<file path="config.mk">
export PLATFORM = sky130hd
export DESIGN_NAME = fpga_uart_conditioner
export DESIGN_NICKNAME = d
export VERILOG_FILES = /design/src/rtl/fpga_uart_conditioner.sv
export SDC_FILE = /design/constraint.sdc
export NUM_CORES = 1
export LEC_CHECK = 0
export CAP_MARGIN = 20
export CORE_MARGIN = 2
export CORE_UTILIZATION = 45
export CTS_BUF_LIST = sky130_fd_sc_hd__clkbuf_2 sky130_fd_sc_hd__clkbuf_4 sky130_fd_sc_hd__clkbuf_8
export CTS_CLUSTER_DIAMETER = 80
export DETAILED_ROUTE_END_ITERATION = 7
export GPL_TIMING_DRIVEN = 0
export PLACE_DENSITY_LB_ADDON = 0.3
export SETUP_SLACK_MARGIN = 0.2
export SLEW_MARGIN = 5
export SYNTH_ARGS = -nofsm -noshare
export SYNTH_HDL_FRONTEND = slang
export SYNTH_SLANG_ARGS = --single-unit
</file>
<file path="constraint.sdc">
create_clock -name clk -period 4.9 [get_ports clk]
set_input_delay 0.735 -clock clk [delete_from_list [all_inputs] [get_ports clk]]
set_output_delay 0.735 -clock clk [all_outputs]
set_load 0.01 [all_outputs]
</file>
<file path="src/rtl/fpga_uart_conditioner.sv">
// rtl/fpga_uart_conditioner.sv - UART pad conditioner: RX sync/filter, TX register, break detect, activity LEDs
module fpga_uart_conditioner #(
  parameter int FILTER_LEN     = 3,
  parameter int BREAK_CYCLES   = 8192,
  parameter int STRETCH_CYCLES = 4194304
) (
  input  logic       clk,
  input  logic       rst_n,
  input  logic       pad_rx,
  output logic       soc_rx,
  input  logic       soc_tx,
  output logic       pad_tx,
  output logic       break_det,
  output logic       rx_led,
  output logic       tx_led,
  output logic [7:0] glitch_count
);

  // Filter counter only ever holds 0..FILTER_LEN-1; keep at least one bit for FILTER_LEN = 1.
  localparam int FW = (FILTER_LEN > 1) ? $clog2(FILTER_LEN) : 1;
  localparam int BW = $clog2(BREAK_CYCLES + 1);
  localparam int SW = $clog2(STRETCH_CYCLES + 1);

  localparam logic [FW-1:0] FLT_LAST  = FW'(FILTER_LEN - 1);
  localparam logic [BW-1:0] BREAK_MAX = BW'(BREAK_CYCLES);
  localparam logic [SW-1:0] STR_MAX   = SW'(STRETCH_CYCLES);

  logic          s1_q, s1_d;
  logic          s2_q, s2_d;
  logic          soc_rx_q, soc_rx_d;
  logic [FW-1:0] flt_cnt_q, flt_cnt_d;
  logic [7:0]    glitch_q, glitch_d;
  logic          pad_tx_q, pad_tx_d;
  logic [BW-1:0] brk_cnt_q, brk_cnt_d;
  logic          break_det_q, break_det_d;
  logic [SW-1:0] rx_str_q, rx_str_d;
  logic [SW-1:0] tx_str_q, tx_str_d;
  logic          rx_led_q, rx_led_d;
  logic          tx_led_q, tx_led_d;
  logic          rx_fall;
  logic          tx_fall;

  // Synchroniser stages and TX retiming are plain pass-through registers.
  always_comb begin
    s1_d     = pad_rx;
    s2_d     = s1_q;
    pad_tx_d = soc_tx;
  end

  // Glitch filter: accept a new level after FILTER_LEN consecutive differing samples;
  // a differing run that collapses before acceptance is counted as a glitch.
  always_comb begin
    soc_rx_d  = soc_rx_q;
    flt_cnt_d = '0;
    glitch_d  = glitch_q;
    if (s2_q != soc_rx_q) begin
      if (flt_cnt_q == FLT_LAST) begin
        soc_rx_d = ~soc_rx_q;
      end else begin
        flt_cnt_d = flt_cnt_q + FW'(1);
      end
    end else if ((flt_cnt_q != '0) && (glitch_q != 8'hFF)) begin
      glitch_d = glitch_q + 8'd1;
    end
  end

  // Break detection: count filtered-low cycles, flag once the count has saturated.
  always_comb begin
    brk_cnt_d   = brk_cnt_q;
    break_det_d = 1'b0;
    if (soc_rx_q) begin
      brk_cnt_d = '0;
    end else begin
      if (brk_cnt_q != BREAK_MAX) begin
        brk_cnt_d = brk_cnt_q + BW'(1);
      end
      break_det_d = (brk_cnt_q == BREAK_MAX);
    end
  end

  // Activity stretchers: a falling edge (start bit) reloads the full period, else count down.
  always_comb begin
    rx_fall  = soc_rx_q & ~soc_rx_d;
    tx_fall  = pad_tx_q & ~pad_tx_d;
    rx_str_d = rx_str_q;
    tx_str_d = tx_str_q;
    if (rx_fall) begin
      rx_str_d = STR_MAX;
    end else if (rx_str_q != '0) begin
      rx_str_d = rx_str_q - SW'(1);
    end
    if (tx_fall) begin
      tx_str_d = STR_MAX;
    end else if (tx_str_q != '0) begin
      tx_str_d = tx_str_q - SW'(1);
    end
    rx_led_d = (rx_str_d != '0);
    tx_led_d = (tx_str_d != '0);
  end

  // State registers; reset puts both lines at idle-high and clears all activity.
  always_ff @(posedge clk or negedge rst_n) begin
    if (!rst_n) begin
      s1_q        <= 1'b1;
      s2_q        <= 1'b1;
      soc_rx_q    <= 1'b1;
      flt_cnt_q   <= '0;
      glitch_q    <= '0;
      pad_tx_q    <= 1'b1;
      brk_cnt_q   <= '0;
      break_det_q <= 1'b0;
      rx_str_q    <= '0;
      tx_str_q    <= '0;
      rx_led_q    <= 1'b0;
      tx_led_q    <= 1'b0;
    end else begin
      s1_q        <= s1_d;
      s2_q        <= s2_d;
      soc_rx_q    <= soc_rx_d;
      flt_cnt_q   <= flt_cnt_d;
      glitch_q    <= glitch_d;
      pad_tx_q    <= pad_tx_d;
      brk_cnt_q   <= brk_cnt_d;
      break_det_q <= break_det_d;
      rx_str_q    <= rx_str_d;
      tx_str_q    <= tx_str_d;
      rx_led_q    <= rx_led_d;
      tx_led_q    <= tx_led_d;
    end
  end

  // Outputs are driven straight from registers.
  always_comb begin
    soc_rx       = soc_rx_q;
    pad_tx       = pad_tx_q;
    break_det    = break_det_q;
    rx_led       = rx_led_q;
    tx_led       = tx_led_q;
    glitch_count = glitch_q;
  end

endmodule

</file>
; Yosys cells after proc, flatten, opt, wreduce, memory -nomap -nowiden
; Index checks and enable logic that the tools add are counted.
[totals]
ff_bits = 77
input_bits = 4
out_inout_bits = 13
word_cells = 47
[classes]
muxes = 11
bitwise_logic = 6
reduce_logical = 8
n_addsub = 5
eq_ne = 5
[op_table]
columns = cell, count
row1 = $mux 23, 4
row2 = $reduce_bool 23->1, 4
row3 = $sub 23x1->23 const B, 2
row4 = $mux 14, 2
row5 = $add 14x1->14 const B, 1
row6 = $eq 14x14->1 const B, 1
row7 = $ne 14x14->1 const B, 1
row8 = $add 8x1->8 const B, 1
row9 = $ne 8x8->1 const B, 1
row10 = $mux 2, 2
row11 = $not 1->1, 4
row12 = $reduce_bool 2->1, 2
row13 = $mux 1, 3
row14 = $add 2x1->2 const B, 1
row15 = $and 1x1->1, 2
row16 = $eq 2x2->1 const B, 1
row17 = $reduce_and 2->1, 1
row18 = $logic_and 1x1->1, 1
row19 = $ne 1x1->1, 1

; Depth between registers and ports, before layout
; Gate-level depths: netlist of the first run.
[depth]
ltp_word = 7
ltp_mapped = 10

; Worst setup path before layout of the first run
; Ideal clock, no wire load.
[synth_timing]
path_kind = register -> register
from = register soc_rx_q, in the netlist soc_rx
to = register rx_led_q, in the netlist rx_led
t_arrival_ps = 2563
path_stages_with_launch = 10
slack_ps = 2198
n_path_buf = 2
cell_sequence = dfstp_2 -> clkbuf_1 -> nor4bb_1 -> clkbuf_1 -> nor2_1 -> o211ai_1 -> nand4_1 -> nor4_1 -> nand4_1 -> or4_1
[synth_between]
elab_chain_cells = 7
word_cells_on_any_way = 8
classes_between = eq/ne (1) / mux (3) / bitwise (3) / reduce/logical (1)
[synth_lines]
columns = item, line
row1 = from (decl), 30  ; logic soc_rx_q, soc_rx_d;
row2 = from (signal assigned), 119  ; soc_rx_q <= soc_rx_d;
row3 = $not 1->1, 58  ; soc_rx_d = ~soc_rx_q;
row4 = $mux 1, 57  ; if (flt_cnt_q == FLT_LAST) begin
row5 = $mux 1, 56  ; if (s2_q != soc_rx_q) begin
row6 = $not 1->1, 83  ; rx_fall = soc_rx_q & ~soc_rx_d;
row7 = $and 1x1->1 (*), 83
row8 = $mux 23 (*), 87  ; if (rx_fall) begin
row9 = $reduce_bool 23->1 (*), 97  ; rx_led_d = (rx_str_d != '0);
row10 = net rx_led_d, 38  ; logic rx_led_q, rx_led_d;
row11 = to (signal assigned), 127  ; rx_led_q <= rx_led_d;
row12 = to (decl), 38
; The timed path passes the listed nets; every way through them passes the cells marked *.
; A chain may end at the register's enable or synchronous reset.

; Final worst setup path of the first run
; Ends and elaborated chain as after synthesis.

==> impl_results.md, run 1 <==
* Outcome: finished, final reports clean
* Yosys warns at 0
* CP max stage cell: nor4bb_1
* Fin cells at 560
* CP max stage delay at 0.67 ns
* Post-synth top area cell: dfrtp_1
* Worst vdd ir at 337 µV
* Total number of vias at 3248
* Commonest non-fill, non-tap cell in the layout: dfrtp_1
* Final hold vios at 0
* Synth unique cells at 58
* Crit Path Class: reg -> reg
* Crit-path leading delay family: simple AND/OR/NAND/NOR gates
* #FFs+latches synth at 77
* Cell Rows at 34
* Placed inst area at 4360 µm²
* # setup viols final at 0
* DR iter-0 viols at 185
* Top_reg_cell synth: dfrtp_1
* Final GP Congestion at 0.845
* Lkg Pwr at 0.00189 µW
* Largest net degree at the start of global routing at 53
* N_diodes at 0
* Total GRT Usage at 18.6%
* CP arrival at 3.65 ns
* Clk sinks at 77
* Yosys top cell area share at 45.2%
* Root Driver: clkbuf_8
* Synth Instances at 419
* Critical Path RT at 5.13 ns
* Sequential area share after synthesis at 47.8%
* Avg Vias per Cell at 5.80
* Post-cts sizing count at 0
* Measured slew at the worst slew-check pin at 0.668 ns
* Worst Hold Class: in -> async
* Clk pin slew, worst setup/hold paths at 0.10 ns
* H-tree lvl count at 3
* Period minus WS final at 3.42 ns
* Worst Skew at 0.0150 ns
* Critical Path End Type: flop
* Final Power at 2610 µW
* P per Cell Area at 575 nW/µm²
* Buf/Inv on CP at 2
* Post-route ant nets at 0
* Post-Syn Area at 4040 µm²
* Crit-path max FO at 10
* Starting density of the core at 46.4%
* Slack of the critical path at 1.48 ns
* Drt total wl at 8.52 mm
* Fmax at 293 MHz
* Core ar. at 8720 µm²
* First-pass GRT wire length at 14.8 mm
* Slew Limit Fails at 0
* Hold buffers post-CTS at 0
* Die width at 98.8 µm
* Synth-to-layout area growth at 12.4%
* Placed Instances at 544
* Commonest non-fill, non-tap cells in the layout: dfrtp_1 (73), nor2_1 (56), nand2_1 (26)
* Max clock buf depth at 2
* Setup bufs post-CTS at 0
* Critical Path Start Type: flop
* Final routed DRC violation total at 0
* Critical Path, Cell by Cell: clkbuf_1 > nor4bb_1 > clkbuf_1 > nor2_1 > o211ai_1 > nand4_1 > nor4_1 > nand4_1 > or4_1
* Share of layout cells above drive strength 1 at 8.19%
* IO Port Bufs at 16
* Async SR Flop Fraction at 100%
* Die H at 98.8 µm
* GRT Residual Overflow at 0
* Slew HR at 54.8%
* Max-Cap Viols at 0
* Pre-CTS WS at 1.57 ns
* Post-route clock period utilization at 69.7%
* Antenna violations before repair at 0
* Area contributors post-synth: dfrtp_1 (45%), nor2_1 (5.2%), xnor2_1 (4.3%)
* Post-route cell area at 4550 µm²
* Synthesized area per cell at 9.65 µm²
* Drt first pass iters at 5
* Post-synth EDFFs at 0
* I/O pin total at 17
* RSZ-0062 raised after global routing: no
* Post-DP HPWL at 6.06 mm
* Final net count at 458
* Setup TNS at 0 ns
* TritonCTS buffer count at 9
* Routed WL per cell at 15.2 µm
* CTS tree: yes
* Worst skew pair latency at 0.36 ns
* Die area at 9760 µm²
* Syn_nets at 430
* Vias in the first global route at 3101
sequential cells by signal, indices dropped and copies added (netlist names):
signal,flops
tx_str_q,23
s2_q,1
rx_str_q,23
flt_cnt_q,2
pad_tx,1
s1_q,1
brk_cnt_q,14
soc_rx,1
rx_led,1
glitch_count,8
tx_led,1
break_det,1
final timing paths:
| path | cells past startpoint | end | slack [ns] | start |
|---|---|---|---|---|
| worst max-delay path | 9 | rx_led | 1.48 | soc_rx |
| worst min-delay path | 1 | rx_str_q[4] | 0.28 | rst_n |
| worst max register to register | 9 | rx_led | 1.48 | soc_rx |
| worst min register to register | 0 | s2_q | 0.37 | s1_q |
| max in group asynchronous | 2 | pad_tx | 3.99 | rst_n |
| min in group clk | 0 | s2_q | 0.37 | s1_q |
routing by layer:
| layer | share of wire, % | GRT usage (%) | vias to the layer above |
|---|---|---|---|
| met3 | 4.2 | 5.39 | 10 |
| met2 | 47 | 29.1 | 69 |
| met4 | 1.3 | 4.85 | 0 |
| li1 | - | - | 1598 |
| met5 | 0 | 0 | - |
| met1 | 47 | 25.6 | 1571 |
stage by stage:
| stage | utilization [%] | hold WS [ns] |
|---|---|---|
| global route | 52.1 | 0.277 |
| CTS | 52.1 | 0.280 |
| detailed placement | 50.0 | 0.358 |
| global placement | 49.7 | 0.347 |
| floorplan | - | 0.345 |
| finish | 52.1 | 0.277 |
synth_stat cells, drive strengths merged, types with 4 or more instances:
cell type  instances
nand4             11
clkbuf            11
nor4b              4
a31oi              4
dfstp              4
nor4              14
xor2              18
xnor2             20
a21oi             14
nor3              20
or4               14
and2               5
nand3             13
nor2              57
inv                8
nor3b              6
or2                4
o31ai              9
o211ai             4
o21ai             13
dfrtp             73
ha                 7
nand2             26
and3               7
or3                7
final cells by class:
class / count / area (µm²)
fillers: 807 / 4180
well taps: 108 / 135
flip-flops and latches: 77 / 1930
clock buffers: 9 / 124
clock inverters: 7 / 58.8
repair buffers: 17 / 185
inverters: 8 / 30.0
multi-input cells: 322 / 2030
plain buffers: 12 / 46.3
report_power, final:
part           leakage (µW)  switching [µW]  internal [µW]
Combinational      0.000811             588            479
Sequential         0.000990             248            843
Clock             0.0000868             262            191
logic make-up after synthesis:
family,synth area share (%)
multiplexers,1.30
XOR/XNOR,8.23
flip-flops,47.8
AND/OR/NAND/NOR,28.2
adder cells (fa/ha/maj),2.17
buffers and inverters,1.89
AO/OA/AOI/OAI,10.5
worst reg2reg max path, stage by stage (launching register included):
cell and delay [ns]:
dfstp_2 0.54, clkbuf_1 0.34, nor4bb_1 0.67, clkbuf_1 0.46
nor2_1 0.08, o211ai_1 0.11, nand4_1 0.12, nor4_1 0.25
nand4_1 0.15, or4_1 0.55
(Power assumes the default switching activity.)
==> run 2, diff against run 1 <==
- clock period: 4.9 -> 3.58 ns (I/O delays scaled with it)
==> run 2 against run 1 <==
Against the previous run: setup slack worse by 1.0 ns; register-to-register slack worse by 1.0 ns; maximum frequency up 8.7%; combinational power up 36%; cell count unchanged; hold slack worse by 0.19 ns; global-route usage up 0.060 points; clock power up 36%; critical endpoint unchanged; largest cell class unchanged; highest routed layer unchanged.
==> impl_results.md, run 2 (synthesized netlist as in run 1, its figures left out) <==
* Die H at 98.8 µm
* Final net count at 458
* Worst vdd ir at 463 µV
* Die area at 9760 µm²
* Final GP Congestion at 0.845
* Crit-path max FO at 10
* Root Driver: clkbuf_8
* R2r setup slk at 0.44 ns
* Critical Path RT at 3.80 ns
* Setup TNS at 0 ns
* H-tree lvl count at 3
* Slew HR at 55.9%
* DR iter-0 viols at 191
* N_diodes at 0
* Clk pin slew, worst setup/hold paths at 0.10 ns
* Worst skew pair latency at 0.36 ns
* RSZ-0062 raised after global routing: no
* Core ar. at 8720 µm²
* Worst Skew at 0.0147 ns
* Max-Cap Viols at 0
* Routed WL per cell at 15.2 µm
* Measured slew at the worst slew-check pin at 0.655 ns
* Largest registers: rx_str_q (23), tx_str_q (23), brk_cnt_q (14)
* Final hold vios at 0
* P per Cell Area at 785 nW/µm²
* Largest net degree at the start of global routing at 53
* Max clock buf depth at 2
* Share of layout cells above drive strength 1 at 8.63%
* Cell Rows at 34
* # setup viols final at 0
* Commonest non-fill, non-tap cells in the layout: dfrtp_1 (73), nor2_1 (56), nand2_1 (26)
* Drt first pass iters at 5
* Critical Path Start Type: flop
* Total GRT Usage at 18.7%
* I/O pin total at 17
* TritonCTS buffer count at 9
* Starting density of the core at 46.4%
* Slew Limit Fails at 0
* Drt total wl at 8.53 mm
* Post-DP HPWL at 6.06 mm
* Final Power at 3570 µW
* Avg Vias per Cell at 5.78
* Fillers at 805
* Die width at 98.8 µm
* Period minus WS final at 3.14 ns
* Post-route ant nets at 0
* Antenna violations before repair at 0
* Post-route clock period utilization at 87.8%
* Commonest non-fill, non-tap cell in the layout: dfrtp_1
* First-pass GRT wire length at 14.8 mm
* Outcome: finished, final reports clean
* CP arrival at 3.37 ns
* Fmax at 318 MHz
* FF+latch area at 1930 µm²
* IO Port Bufs at 16
* Critical Path End Type: flop
* Worst Hold Class: in -> async
* Vias in the first global route at 3098
* Clk sinks at 77
* Worst R2R Start: soc_rx
* Total number of vias at 3238
* Area taken by multi-input logic gates at 2040 µm²
* Lkg Pwr at 0.00189 µW
* CTS tree: yes
* CP startpoint: soc_rx
* Synth-to-layout area growth at 12.6%
* Hold buffers post-CTS at 0
* Final routed DRC violation total at 0
* GRT Residual Overflow at 0
* Crit Path Class: reg -> reg
==> run 2: final timing paths <==
kind                                     to  cells past startpoint
max in group asynchronous            pad_tx                      2
worst min register to register         s2_q                      0
min in group clk                       s2_q                      0
worst min-delay path            rx_str_q[4]                      1
worst max register to register       rx_led                      9
worst max-delay path                 rx_led                      9
==> run 2: repair_timing <==
| action | CTS | global route |
|---|---|---|
| resized for setup | 1 | 2 |
| setup endpoints to repair | 1 | 1 |
| pin swaps | 0 | 0 |
| setup buffers | 0 | 0 |
==> run 2: power breakdown <==
| part | internal [µW] | leakage [µW] | total (µW) | switching, µW |
|---|---|---|---|---|
| Sequential | 1150 | 0.000990 | 1490 | 341 |
| Combinational | 658 | 0.000815 | 1460 | 804 |
| Clock | 261 | 0.0000868 | 615 | 354 |
| Total | 2070 | 0.00189 | 3570 | 1500 |
==> run 2: layout make-up <==
| type | count | area share [%] |
|---|---|---|
| multi-input combinational | 322 | 44.8 |
| sequential | 77 | 42.4 |
| timing repair buffer | 17 | 4.07 |
| tap | 108 | 2.97 |
| clock buffer | 9 | 2.72 |
| clock inverter | 7 | 1.29 |
| buffer | 12 | 1.04 |
| inverter | 8 | 0.660 |
==> run 2: per-layer routing <==
| metal | share of wire, % | global-route usage [%] |
|---|---|---|
| met1 | 47 | 25.6 |
| met2 | 48 | 29.5 |
| met3 | 4.4 | 5.39 |
| met4 | 0.55 | 4.43 |
| met5 | 0 | 0 |
==> run 2: stage by stage <==
stage	hold WS, ns	setup slack [ns]	instances	instance area, µm²	util, %
floorplan	0.241	0.878	419	4040	-
global placement	0.347	-0.736	543	4340	49.7
detailed placement	0.358	0.251	544	4360	50.0
CTS	0.0824	0.308	560	4550	52.2
global route	0.0790	0.216	560	4550	52.2
finish	0.0838	0.436	560	4550	52.2
==> run 2: worst max-delay path: stages (launching register included) <==
cell	delay, ns
dfstp_2	0.54
clkbuf_1	0.33
nor4bb_2	0.55
clkbuf_2	0.34
nor2_1	0.07
o211ai_1	0.10
nand4_1	0.12
nor4_1	0.26
nand4_1	0.15
or4_1	0.55
